`config.mk`:
```
export PLATFORM = sky130hd
export DESIGN_NAME = apb_slave_if
export DESIGN_NICKNAME = d
export VERILOG_FILES = /design/src/rtl/apb_slave_if_pkg.sv /design/src/rtl/apb_slave_if_regfile.sv /design/src/rtl/apb_slave_if.sv
export SDC_FILE = /design/constraint.sdc
export NUM_CORES = 1
export LEC_CHECK = 0
export ABC_AREA = 1
export BUFFER_PORTS_ARGS = -buffer_cell sky130_fd_sc_hd__buf_2
export CAP_MARGIN = 10
export CORE_AREA = 3 3 268 323
export CTS_BUF_LIST = sky130_fd_sc_hd__clkbuf_8
export DETAILED_ROUTE_END_ITERATION = 12
export DIE_AREA = 0 0 271 326
export GPL_TIMING_DRIVEN = 0
export HOLD_SLACK_MARGIN = 0.03
export MAX_ROUTING_LAYER = met4
export PLACE_DENSITY = 0.49
export SYNTH_ARGS = -nofsm -noshare
export SYNTH_HDL_FRONTEND = slang
export SYNTH_SLANG_ARGS = --single-unit
export TNS_END_PERCENT = 20
```
`constraint.sdc`:
```
create_clock -name pclk -period 2.49 [get_ports pclk]
set_clock_uncertainty 0.2 [all_clocks]
set_input_delay 0.249 -clock pclk [delete_from_list [all_inputs] [get_ports pclk]]
set_output_delay 0.249 -clock pclk [all_outputs]
set_load 0.03 [all_outputs]
```
`src/rtl/apb_slave_if_pkg.sv`:
```
// Shared constants and types for the APB register-file completer.
package apb_slave_if_pkg;

    localparam int unsigned ADDR_WIDTH_DEF = 32;
    localparam int unsigned DATA_WIDTH_DEF = 32;
    localparam int unsigned NUM_REGS_DEF   = 16;
    localparam int unsigned IDX_WIDTH_DEF  = $clog2(NUM_REGS_DEF);

    // Byte offsets of the default register bank.
    localparam int unsigned REG_0_OFFSET  = 0  * 4;
    localparam int unsigned REG_1_OFFSET  = 1  * 4;
    localparam int unsigned REG_2_OFFSET  = 2  * 4;
    localparam int unsigned REG_3_OFFSET  = 3  * 4;
    localparam int unsigned REG_4_OFFSET  = 4  * 4;
    localparam int unsigned REG_5_OFFSET  = 5  * 4;
    localparam int unsigned REG_6_OFFSET  = 6  * 4;
    localparam int unsigned REG_7_OFFSET  = 7  * 4;
    localparam int unsigned REG_8_OFFSET  = 8  * 4;
    localparam int unsigned REG_9_OFFSET  = 9  * 4;
    localparam int unsigned REG_10_OFFSET = 10 * 4;
    localparam int unsigned REG_11_OFFSET = 11 * 4;
    localparam int unsigned REG_12_OFFSET = 12 * 4;
    localparam int unsigned REG_13_OFFSET = 13 * 4;
    localparam int unsigned REG_14_OFFSET = 14 * 4;
    localparam int unsigned REG_15_OFFSET = 15 * 4;

    // Bus phase, decoded combinationally from psel/penable.
    typedef enum logic [1:0] {
        PH_IDLE   = 2'd0,
        PH_SETUP  = 2'd1,
        PH_ACCESS = 2'd2
    } apb_phase_t;

endpackage

```
`src/rtl/apb_slave_if_regfile.sv`:
```
// Bank of word registers: one synchronous write port, one combinational read port.
module apb_slave_if_regfile
    import apb_slave_if_pkg::*;
#(
    parameter int unsigned DATA_WIDTH = DATA_WIDTH_DEF,
    parameter int unsigned NUM_REGS   = NUM_REGS_DEF,
    parameter int unsigned IDX_WIDTH  = $clog2(NUM_REGS)
) (
    input  logic                  clk,
    input  logic                  rst_n,
    input  logic                  we,
    input  logic [IDX_WIDTH-1:0]  widx,
    input  logic [DATA_WIDTH-1:0] wdata,
    input  logic [IDX_WIDTH-1:0]  ridx,
    output logic [DATA_WIDTH-1:0] rdata
);

    logic [DATA_WIDTH-1:0] mem [NUM_REGS];

    // Register storage: cleared asynchronously, full-word write when enabled.
    always_ff @(posedge clk or negedge rst_n) begin
        if (!rst_n) begin
            for (int unsigned i = 0; i < NUM_REGS; i++) begin
                mem[i] <= '0;
            end
        end else if (we) begin
            mem[widx] <= wdata;
        end
    end

    assign rdata = mem[ridx];

endmodule

```
`src/rtl/apb_slave_if.sv`:
```
// APB completer: address decode, wait-state counter and pready/prdata muxing
// in front of a word register file.
module apb_slave_if
    import apb_slave_if_pkg::*;
#(
    parameter int unsigned ADDR_WIDTH  = ADDR_WIDTH_DEF,
    parameter int unsigned DATA_WIDTH  = DATA_WIDTH_DEF,
    parameter int unsigned NUM_REGS    = NUM_REGS_DEF,
    parameter int unsigned WAIT_STATES = 0
) (
    input  logic                  pclk,
    input  logic                  presetn,
    input  logic [ADDR_WIDTH-1:0] paddr,
    input  logic [DATA_WIDTH-1:0] pwdata,
    output logic [DATA_WIDTH-1:0] prdata,
    input  logic                  penable,
    input  logic                  psel,
    input  logic                  pwrite,
    output logic                  pready
);

    localparam int unsigned IDX_WIDTH  = $clog2(NUM_REGS);
    localparam logic [3:0]  WAIT_LIMIT = 4'(WAIT_STATES);

    apb_phase_t            phase;
    logic [3:0]            wait_cnt;
    logic [IDX_WIDTH-1:0]  idx;
    logic                  in_range;
    logic                  wr_en;
    logic [DATA_WIDTH-1:0] rd_word;
    logic                  unused_addr_bits;

    // Decode the bus phase from the select/enable pair.
    always_comb begin
        phase = PH_IDLE;
        if (psel && !penable) begin
            phase = PH_SETUP;
        end else if (psel && penable) begin
            phase = PH_ACCESS;
        end
    end

    assign idx              = paddr[IDX_WIDTH+1:2];
    assign in_range         = (paddr[ADDR_WIDTH-1:IDX_WIDTH+2] == '0);
    assign unused_addr_bits = ^paddr[1:0];

    // pready is gated by presetn so it stays low while reset is held even
    // though the counter sits at zero and would otherwise match WAIT_STATES=0.
    assign pready = presetn && (phase == PH_ACCESS) && (wait_cnt == WAIT_LIMIT);

    // Wait counter: counts ACCESS cycles until the transfer completes or is dropped.
    always_ff @(posedge pclk or negedge presetn) begin
        if (!presetn) begin
            wait_cnt <= '0;
        end else if (phase != PH_ACCESS || pready) begin
            wait_cnt <= '0;
        end else begin
            wait_cnt <= wait_cnt + 4'd1;
        end
    end

    assign wr_en  = pready && pwrite && in_range;
    assign prdata = (presetn && psel && !pwrite && in_range) ? rd_word : '0;

    apb_slave_if_regfile #(
        .DATA_WIDTH (DATA_WIDTH),
        .NUM_REGS   (NUM_REGS),
        .IDX_WIDTH  (IDX_WIDTH)
    ) u_regfile (
        .clk   (pclk),
        .rst_n (presetn),
        .we    (wr_en),
        .widx  (idx),
        .wdata (pwdata),
        .ridx  (idx),
        .rdata (rd_word)
    );

endmodule

```
==> flow_summary.yaml, run 1 <==
status:
  outcome: "complete, but fails checks"
  violations: "setup timing"
clocking:
  clk_path_buf_depth: 3
  tritoncts: "yes"
  clkLatencyLatePin_ns: 0.72
  cts_buffers: 94
  cts-root-buf: "clkbuf_8"
  ctsHtreeMaxLevel: 3
  cts.clk_slew.worst_paths_ns: 0.06
  clock-sinks: 516
finish:
  syn_to_final_growth_pct: 19.23
  drive_gt1_frac: 0.1465
  final_cell_mix: "nand2_1, inv_1, dfrtp_1"
  fillers: 9091
  final_common_cell: "nand2_1"
  nets: 4727
sta:
  maxSlewViolCount: 0
  worst_pin_slew_ns: 1.081
  max_freq_mhz: 396.1
  rsz0062_at_grt: "true"
  setup_viol: 1
  fin_ws_ns: -0.03466
  period_share: 1.014
  slew_headroom: 0.2795
  hold_viol: 0
  period_needed_ns: 2.525
  tns_ns: -0.03466
routing:
  viasPerCell: 4.887
  drc: 0
  vias: 28600
  wirelength_um: 122900
  initialDrtViolationCount: 2587
  firstDrtPassIters: 6
  wl_per_cell_um: 20.99
  final_antenna_net_count: 0
setup_path:
  r2r_cells: 10
  crit_path_start: "paddr[3]"
  arrival_ns: 2.08
  timing.rr.start: "wait_cnt[0]"
  r2r-end: "u_regfile.mem[238]"
  crit_fanout: 10
  critPathCaptureType: "primary output"
  cp-start-kind: "input pin"
  crit_end: "prdata[30]"
  required_ns: 2.04
  critPathKind: "in2out"
  reg2reg_slack_ns: 0.04
global_routing:
  grt_max_degree: 94
  track_usage: 0.2831
  use_met1: 0.3430
  grt_antenna_before_repair: 3
  grt_busiest_layer: "met2"
  grt_pass1_wl_um: 181600
  grt_pass1_vias: 28350
  gr-usage-met2: 0.4710
  overflow: 0
  use_met3: 0.03963
logic_synthesis:
  synth_nets: 4488
  syn-instance-count: 4417
  ys_warn_count: 0
  ys_seq_area_frac: 0.4430
  netlist_area_mm2: 0.02915
  ys_ff_latch: 516
  synth.avg_cell_area_um2: 6.599
  synth.distinct_cells: 20
die:
  core.rowCount: 116
  die_x_um: 271
  io_pins: 102
  core_mm2: 0.08346
  dieArea_mm2: 0.08835
  initial_utilization: 0.3493
  die_h_um: 326
hold_path:
  worstHoldPathType: "in2async"
placement:
  gp_congestion: 0.9065
  hpwl_um: 90790
  dp_slack_ns: -1.026
  portBuffers: 66
pwr:
  total_power_uw: 18960
  p_per_area_mw_per_mm2: 545.4
  p_leak_uw: 0.01942
  vdd_drop_max_v: 0.0003315
flow_run:
  maxCapViolations: 0
-- worst max-delay path, stage by stage --
cell and delay (ns):
buf_2 0.16, inv_2 0.12, clkbuf_4 0.35, clkbuf_4 0.37
nand3_1 0.15, nand4_1 0.12, nand2_1 0.08, nand2_1 0.12
nor2_2 0.06, nor2_1 0.08, buf_2 0.20
-- timing repair --
item / in CTS / in global routing
pin swaps: 46 / 102
hold endpoints to repair: 466 / 0
hold buffers: 42 / 0
setup endpoints to repair: 544 / 378
resized for setup: 299 / 228
setup buffers: 9 / 20
-- metal layers --
layer  wire, µm  up-vias  share of wire
met4       4775        0          0.039
met3       7412      241          0.060
met1      50700    13400           0.41
met5          0        -              0
li1           -    14070              -
met2      59970      882           0.49
-- how the worst min path moves through the flow --
stage	startpoint	slack, ns	to
after CTS	paddr[5]	0.04	u_regfile.mem[416]
final	presetn	0.06	u_regfile.mem[192]
after floorplan	presetn	-0.25	u_regfile.mem[0]
after global routing	paddr[5]	0.10	u_regfile.mem[416]
after detailed placement	presetn	-0.04	wait_cnt[3]
after global placement	u_regfile.mem[67]	0.25	u_regfile.mem[67]
-- stage by stage --
stage	hold WS, ns	cells	area (µm²)	util
floorplan	-0.2466	4417	29150	-
global placement	0.2528	5604	30880	0.3700
detailed placement	-0.03902	5610	31060	0.3721
CTS	0.03844	5830	34210	0.4099
global route	0.1045	5852	34760	0.4165
finish	0.06114	5852	34760	0.4165
-- final cells by class --
class                           instances  area (µm²)  area share
Timing Repair Buffer                  143        1325     0.03812
Clock inverter                         51       271.5    0.007812
Buffer                                375        1954     0.05623
Multi-Input combinational cell       2985       13230      0.3807
Sequential cell                       516       12910      0.3715
Inverter                              541        2031     0.05843
Antenna cell                            2       5.005   0.0001440
Clock buffer                          118        1624     0.04673
Tap cell                             1121        1403     0.04036
-- cells by family after synthesis --
group           share of synthesized area
simple gates                       0.4259
buf+inv                            0.1243
flops                              0.4430
compound gates                   0.005323
xor+xnor                        0.0006010
fa+ha+maj                       0.0008583
-- sequential cells by signal (all words and copies together), names as in the netlist --
signal and count:
wait_cnt 4, u_regfile.mem 512
-- report_power, final --
group	total [µW]	internal (µW)	switching [µW]
Combinational	2160	533	1620
Clock	8410	4440	3960
Sequential	8390	8390	1.58
Total	19000	13400	5590
-- Yosys cell counts --
master | count | area (µm²)
o21ai_0 | 31 | 155.2
buf_2 | 133 | 665.6
and2_1 | 1 | 6.260
buf_1 | 12 | 45.04
nand2_1 | 2333 | 8757
nor2_4 | 1 | 11.26
nand3_1 | 25 | 125.1
inv_2 | 5 | 18.77
clkbuf_1 | 226 | 848.3
nor2_1 | 70 | 262.8
nand4_1 | 515 | 3222
nor2_2 | 4 | 25.02
buf_6 | 1 | 11.26
buf_4 | 3 | 22.52
inv_1 | 536 | 2012
ha_1 | 2 | 25.02
or2_1 | 1 | 6.260
dfrtp_1 | 516 | 12910
xnor2_1 | 1 | 8.760
xor2_1 | 1 | 8.760
(Power assumes the default switching activity.)
==> run 2, diff against run 1 <==
--- a/config.mk
+++ b/config.mk
@@ -8,15 +8,16 @@
 export ABC_AREA = 1
 export BUFFER_PORTS_ARGS = -buffer_cell sky130_fd_sc_hd__buf_2
 export CAP_MARGIN = 10
-export CORE_AREA = 3 3 268 323
+export CORE_AREA = 3 3 249 300
 export CTS_BUF_LIST = sky130_fd_sc_hd__clkbuf_8
 export DETAILED_ROUTE_END_ITERATION = 12
-export DIE_AREA = 0 0 271 326
+export DIE_AREA = 0 0 252 303
 export GPL_TIMING_DRIVEN = 0
 export HOLD_SLACK_MARGIN = 0.03
 export MAX_ROUTING_LAYER = met4
 export PLACE_DENSITY = 0.49
 export SYNTH_ARGS = -nofsm -noshare
 export SYNTH_HDL_FRONTEND = slang
+export SYNTH_HIERARCHICAL = 1
 export SYNTH_SLANG_ARGS = --single-unit
 export TNS_END_PERCENT = 20
==> run 2 against run 1 <==
Effect of this change: the run still ends with setup timing left; clock-buffer cell count increased by 4; first-iteration DRC count decreased by 19%; cell count decreased by 20%; flip-flop and latch count unchanged; sequential power about the same; synthesized area decreased by 14%; via count decreased by 19%; die area decreased by 14%; maximum frequency decreased by 0.21%; global-route usage decreased by 1.1 points.
==> flow_summary.yaml, run 2 <==
status:
  outcome: "complete, but fails checks"
  violations: "setup timing"
logic_synthesis:
  netlist_top_cells_count: "nand2_1, o21ai_0, dfrtp_1"
  synth_area_leader_cell: "dfrtp_1"
  synth_ff_type: "dfrtp_1"
  yosys-top-cells-area: "dfrtp_1, nand2_1, o21ai_0"
  synth.distinct_cells: 23
  yosysMostFrequentCell: "nand2_1"
  synth_top_area_share: 0.5122
  syn-instance-count: 3393
  ys_seq_area_frac: 0.5122
  async_flop_share: 1.000
  synth_edf_count: 0
  ys_warn_count: 6
  synth_nets: 3464
  synth.avg_cell_area_um2: 7.430
  netlist_area_mm2: 0.02521
  ys_ff_latch: 516
sta:
  hold_viol: 0
  max_freq_mhz: 395.3
  period_needed_ns: 2.530
  rsz0062_at_grt: "true"
  setup_viol: 9
  period_share: 1.016
  worst_pin_slew_ns: 1.144
  maxSlewViolCount: 0
  slew_headroom: 0.2350
  fin_ws_ns: -0.03995
setup_path:
  path_cells: "buf_2 > inv_1 > clkbuf_4 > clkbuf_4 > nand3_1 > nand3_1 > nand3_2 > nand2_2 > inv_1 > nor2_2 > buf_4"
  critPathCaptureType: "primary output"
  cpMaxStageDelayCell: "clkbuf_4"
  critPathMaxStageDelay_ns: 0.29
  cp-start-kind: "input pin"
  required_ns: 2.04
  crit_fanout: 10
  critPathKind: "in2out"
  arrival_ns: 2.08
placement:
  portBuffers: 98
  hpwl_um: 73670
  gp_congestion: 0.9129
  dp_cells: 4431
  postPlaceCellArea_mm2: 0.02702
  dp_slack_ns: -2.378
global_routing:
  grt_pass1_wl_um: 147900
  grt_max_degree: 93
  grt_antenna_before_repair: 1
  grt_pass1_vias: 22250
  overflow: 0
  track_usage: 0.2716
flow_run:
  maxCapViolations: 0
routing:
  wl_per_cell_um: 21.63
  wirelength_um: 101900
  initialDrtViolationCount: 2108
  firstDrtPassIters: 5
  final_antenna_net_count: 0
  drc: 0
  viasPerCell: 4.936
  vias: 23250
finish:
  multi_input_area_mm2: 0.009808
  fillers: 7492
  nets: 3768
  top_regs: "u_regfile/mem (512), wait_cnt (4)"
  ff_latch_area_mm2: 0.01291
  largest_register_ffs: 512
  final_cell_area_mm2: 0.03196
  final_cell_mix: "nand2_1, inv_1, dfrtp_1"
  final_common_cell: "nand2_1"
  fin_cells: 4710
  regMostFlops: "u_regfile/mem"
  syn_to_final_growth_pct: 26.76
  drive_gt1_frac: 0.1614
  fin_util: 0.4429
clocking:
  cts_buffers: 91
  clk_path_buf_depth: 3
  tritoncts: "yes"
  ctsHtreeMaxLevel: 3
  cts-root-buf: "clkbuf_8"
  cts.clk_slew.worst_paths_ns: 0.06
  clkLatencyLatePin_ns: 0.67
  clock-sinks: 516
pwr:
  vdd_drop_max_v: 0.0002894
  total_power_uw: 18420
  p_per_area_mw_per_mm2: 576.2
  p_leak_uw: 0.01546
hold_path:
  worstHoldPathType: "in2async"
die:
  core.rowCount: 108
  die_h_um: 303
  dieArea_mm2: 0.07636
  die_x_um: 252
  io_pins: 102
  core_mm2: 0.07216
  initial_utilization: 0.3494
-- run 2: cells by family (layout without fill, tap and decap cells) --
logic type               Yosys count  count (layout)  synth area share
flip-flops                       516             516            0.5122
AND/OR/NAND/NOR                 1550            1551            0.2565
XOR/XNOR                           2               2         0.0006950
adder cells (fa/ha/maj)            2               2         0.0009924
other                              0               2                 0
buffers and inverters            754            1133            0.1167
AO/OA/AOI/OAI                    569             569            0.1130
-- run 2: metal layers --
| layer | vias up | track usage | routed length [µm] |
|---|---|---|---|
| met4 | 0 | 0.1011 | 3999 |
| met3 | 218 | 0.02838 | 5233 |
| met5 | - | - | 0 |
| met2 | 786 | 0.4399 | 48410 |
| met1 | 11090 | 0.3542 | 44250 |
| li1 | 11150 | - | - |
-- run 2: area by class of cell --
class                      instances  area share
multi-input combinational       2124      0.3069
tap                              935     0.03661
clock buffer                     122     0.05254
antenna                            2   0.0001566
sequential                       516      0.4041
timing repair buffer             210     0.07122
clock inverter                    47    0.007596
inverter                         517     0.06096
buffer                           237     0.05994
-- run 2: worst max-delay path: cells and delay by family --
kind,cells,cell delay (ns)
buf+inv,6,1.12
simple gates,5,0.71
-- run 2: final timing paths --
kind,start,endpoint,slack (ns),depth (start not counted)
setup / recovery,paddr[3],prdata[18],-0.04,11
hold / removal,presetn,u_regfile/mem[27],0.11,4
setup reg to reg,wait_cnt[0],u_regfile/mem[339],0.03,17
hold reg to reg,wait_cnt[0],wait_cnt[0],0.26,1
max in group asynchronous,presetn,u_regfile/mem[362],0.60,6
min in group pclk,paddr[3],u_regfile/mem[128],0.14,6
-- run 2: repair_timing --
item / in CTS / in global routing
buffers inserted: 15 / 17
endpoints found under the hold margin: 729 / 0
endpoints found under the setup margin: 545 / 543
gates resized for setup: 333 / 327
cloned: 12 / 12
hold buffers: 52 / 0
pin swaps: 11 / 18
-- run 2: power by group --
group          switching (µW)  leakage (µW)  internal (µW)
clock network            3770       0.00109           4480
logic                    1250       0.00799            518
registers                1.26       0.00637           8390
-- run 2: per-stage QoR --
| step | TNS (ns) | hold WS (ns) |
|---|---|---|
| 2_1_floorplan | 0 | -0.2466 |
| 3_3_place_gp | - | 0.2647 |
| 3_5_place_dp | -1084.93 | 0.03369 |
| 4_1_cts | -0.7955 | 0.04760 |
| 5_1_grt | -37.00 | 0.08951 |
| 6_report | -0.1331 | 0.1092 |
==> run 3, diff against run 2 <==
--- a/config.mk
+++ b/config.mk
@@ -8,14 +8,14 @@
 export ABC_AREA = 1
 export BUFFER_PORTS_ARGS = -buffer_cell sky130_fd_sc_hd__buf_2
 export CAP_MARGIN = 10
-export CORE_AREA = 3 3 249 300
+export CORE_AREA = 3 3 257 309
 export CTS_BUF_LIST = sky130_fd_sc_hd__clkbuf_8
 export DETAILED_ROUTE_END_ITERATION = 12
-export DIE_AREA = 0 0 252 303
+export DIE_AREA = 0 0 260 312
 export GPL_TIMING_DRIVEN = 0
 export HOLD_SLACK_MARGIN = 0.03
 export MAX_ROUTING_LAYER = met4
-export PLACE_DENSITY = 0.49
+export PLACE_DENSITY = 0.47
 export SYNTH_ARGS = -nofsm -noshare
 export SYNTH_HDL_FRONTEND = slang
 export SYNTH_HIERARCHICAL = 1
==> run 3 against run 2 <==
Effect of this change: critical path type unchanged; highest routed layer unchanged; sequential share of layout area is 0.44 points lower; the run still ends with setup timing left; register-to-register slack gained 0.04 ns; worst setup slack better by 0.0069 ns; maximum frequency grew 0.27%; largest power group unchanged.
==> flow_summary.yaml, run 3 (synthesis gave the netlist of run 2 again) <==
status:
  outcome: "complete, but fails checks"
  violations: "setup timing"
finish:
  final_common_cell: "nand2_1"
  top_regs: "u_regfile/mem (512), wait_cnt (4)"
  fillers: 8052
  fin_cells: 4781
  regMostFlops: "u_regfile/mem"
  multi_input_area_mm2: 0.01012
  syn_to_final_growth_pct: 28.15
  fin_util: 0.4222
  largest_register_ffs: 512
  drive_gt1_frac: 0.1821
  ff_latch_area_mm2: 0.01291
  final_cell_mix: "nand2_1, inv_1, dfrtp_1"
  nets: 3765
setup_path:
  timing.rr.start: "wait_cnt[0]"
  cp-start-kind: "input pin"
  critPathMaxStageDelay_ns: 0.65
  critPathCaptureType: "primary output"
  crit_top_cell: "inv_1"
  path_buf_inv: 5
  cp_top_family: "buffers and inverters"
  critPathKind: "in2out"
  r2r-end: "u_regfile/mem[464]"
  arrival_ns: 2.07
  cpMaxStageDelayCell: "buf_1"
  reg2reg_slack_ns: 0.07
  crit_fanout: 10
  crit_path_start: "paddr[5]"
  r2r_cells: 16
  required_ns: 2.04
  path_cells: "clkbuf_1 > inv_1 > buf_1 > nand3_1 > nand2_1 > inv_1 > nor2_4 > buf_6"
sta:
  period_share: 1.013
  hold_viol: 0
  fin_ws_ns: -0.03306
  setup_viol: 8
  slew_headroom: 0.3343
  maxSlewViolCount: 0
  holdWs_ns: 0.09354
  worst_pin_slew_ns: 0.9953
  rsz0062_at_grt: "true"
  max_freq_mhz: 396.3
  period_needed_ns: 2.523
global_routing:
  track_usage: 0.2656
  grt_max_degree: 106
  grt_pass1_wl_um: 153600
  grt_antenna_before_repair: 3
  grt_pass1_vias: 22650
  overflow: 0
routing:
  initialDrtViolationCount: 2419
  drc: 0
  wl_per_cell_um: 22.19
  vias: 23500
  viasPerCell: 4.915
  final_antenna_net_count: 0
  wirelength_um: 106100
  firstDrtPassIters: 5
placement:
  hpwl_um: 75820
  dp_cells: 4513
  portBuffers: 98
  gp_congestion: 0.9535
pwr:
  p_leak_uw: 0.01550
  p_int_uw: 13250
  p_sw_uw: 5157
  pwr-share-comb: 0.099
  p_per_area_mw_per_mm2: 569.6
  vdd_drop_max_v: 0.0003410
  clkPwrFrac: 0.445
  swShare: 0.2802
  seqPwrFrac: 0.456
die:
  core.rowCount: 111
  core_mm2: 0.07652
  die_x_um: 260
  die_h_um: 312
  initial_utilization: 0.3294
  io_pins: 102
  dieArea_mm2: 0.08112
clocking:
  cts_buffers: 92
  clkLatencyLatePin_ns: 0.72
  ctsHtreeMaxLevel: 3
  tritoncts: "yes"
  cts-root-buf: "clkbuf_8"
  clock-sinks: 516
  clk_path_buf_depth: 3
  cts.clk_slew.worst_paths_ns: 0.06
flow_run:
  maxCapViolations: 0
hold_path:
  worstHoldPathType: "in2async"
-- run 3: final cells by class --
cell class              instances  area share
repair buffers                206     0.06925
plain buffers                 237     0.06042
well taps                    1017     0.03939
diodes                          2   0.0001549
multi-input cells            2124      0.3132
clock buffers                 117     0.04984
inverters                     517     0.06038
clock inverters                45    0.007746
flip-flops and latches        516      0.3997
-- run 3: power groups by stage --
stage | clock network (µW) | logic [µW] | registers, µW
floorplan | 0 | 641 | 8540
global placement | 0 | 1460 | 8550
detailed placement | 0 | 1490 | 8540
CTS | 8420 | 1760 | 8390
global route | 8780 | 1940 | 8380
finish | 8200 | 1810 | 8390
-- run 3: timing repair --
item | 4_1_cts | 5_1_grt
setup endpoints to repair | 545 | 543
hold endpoints to repair | 452 | 0
hold buffers | 55 | 0
setup buffers | 19 | 10
pin swaps | 18 | 22
resized for setup | 403 | 391
cloned | 12 | 8
-- run 3: metrics by stage --
| stage | setup TNS (ns) | setup slack, ns | instance area, µm² | power [µW] |
|---|---|---|---|---|
| final | -0.09894 | -0.03306 | 32310 | 18400 |
| after global routing | -13.00 | -0.1127 | 32300 | 19100 |
| after CTS | -2.015 | -0.06082 | 31350 | 18570 |
| after detailed placement | -1010.78 | -2.200 | 27120 | 10030 |
| after global placement | - | -10.67 | 26970 | 10010 |
| after floorplan | 0 | 0.07368 | 25210 | 9184 |
-- run 3: how the worst max path moves through the flow --
| stage | slack (ns) | cells after the start | to |
|---|---|---|---|
| final | -0.03 | 8 | prdata[0] |
| after global routing | -0.11 | 16 | u_regfile/mem[451] |
| after CTS | -0.06 | 13 | u_regfile/mem[499] |
| after detailed placement | -2.20 | 16 | u_regfile/mem[84] |
| after global placement | -10.67 | 1 | wait_cnt[1] |
| after floorplan | 0.07 | 15 | u_regfile/mem[212] |
-- run 3: metal layers --
layer,vias to the layer above,share of wire,GRT usage
met5,-,0,-
met1,11430,0.43,0.3458
met3,175,0.055,0.02715
met2,732,0.48,0.4280
met4,0,0.035,0.1001
li1,11160,-,-
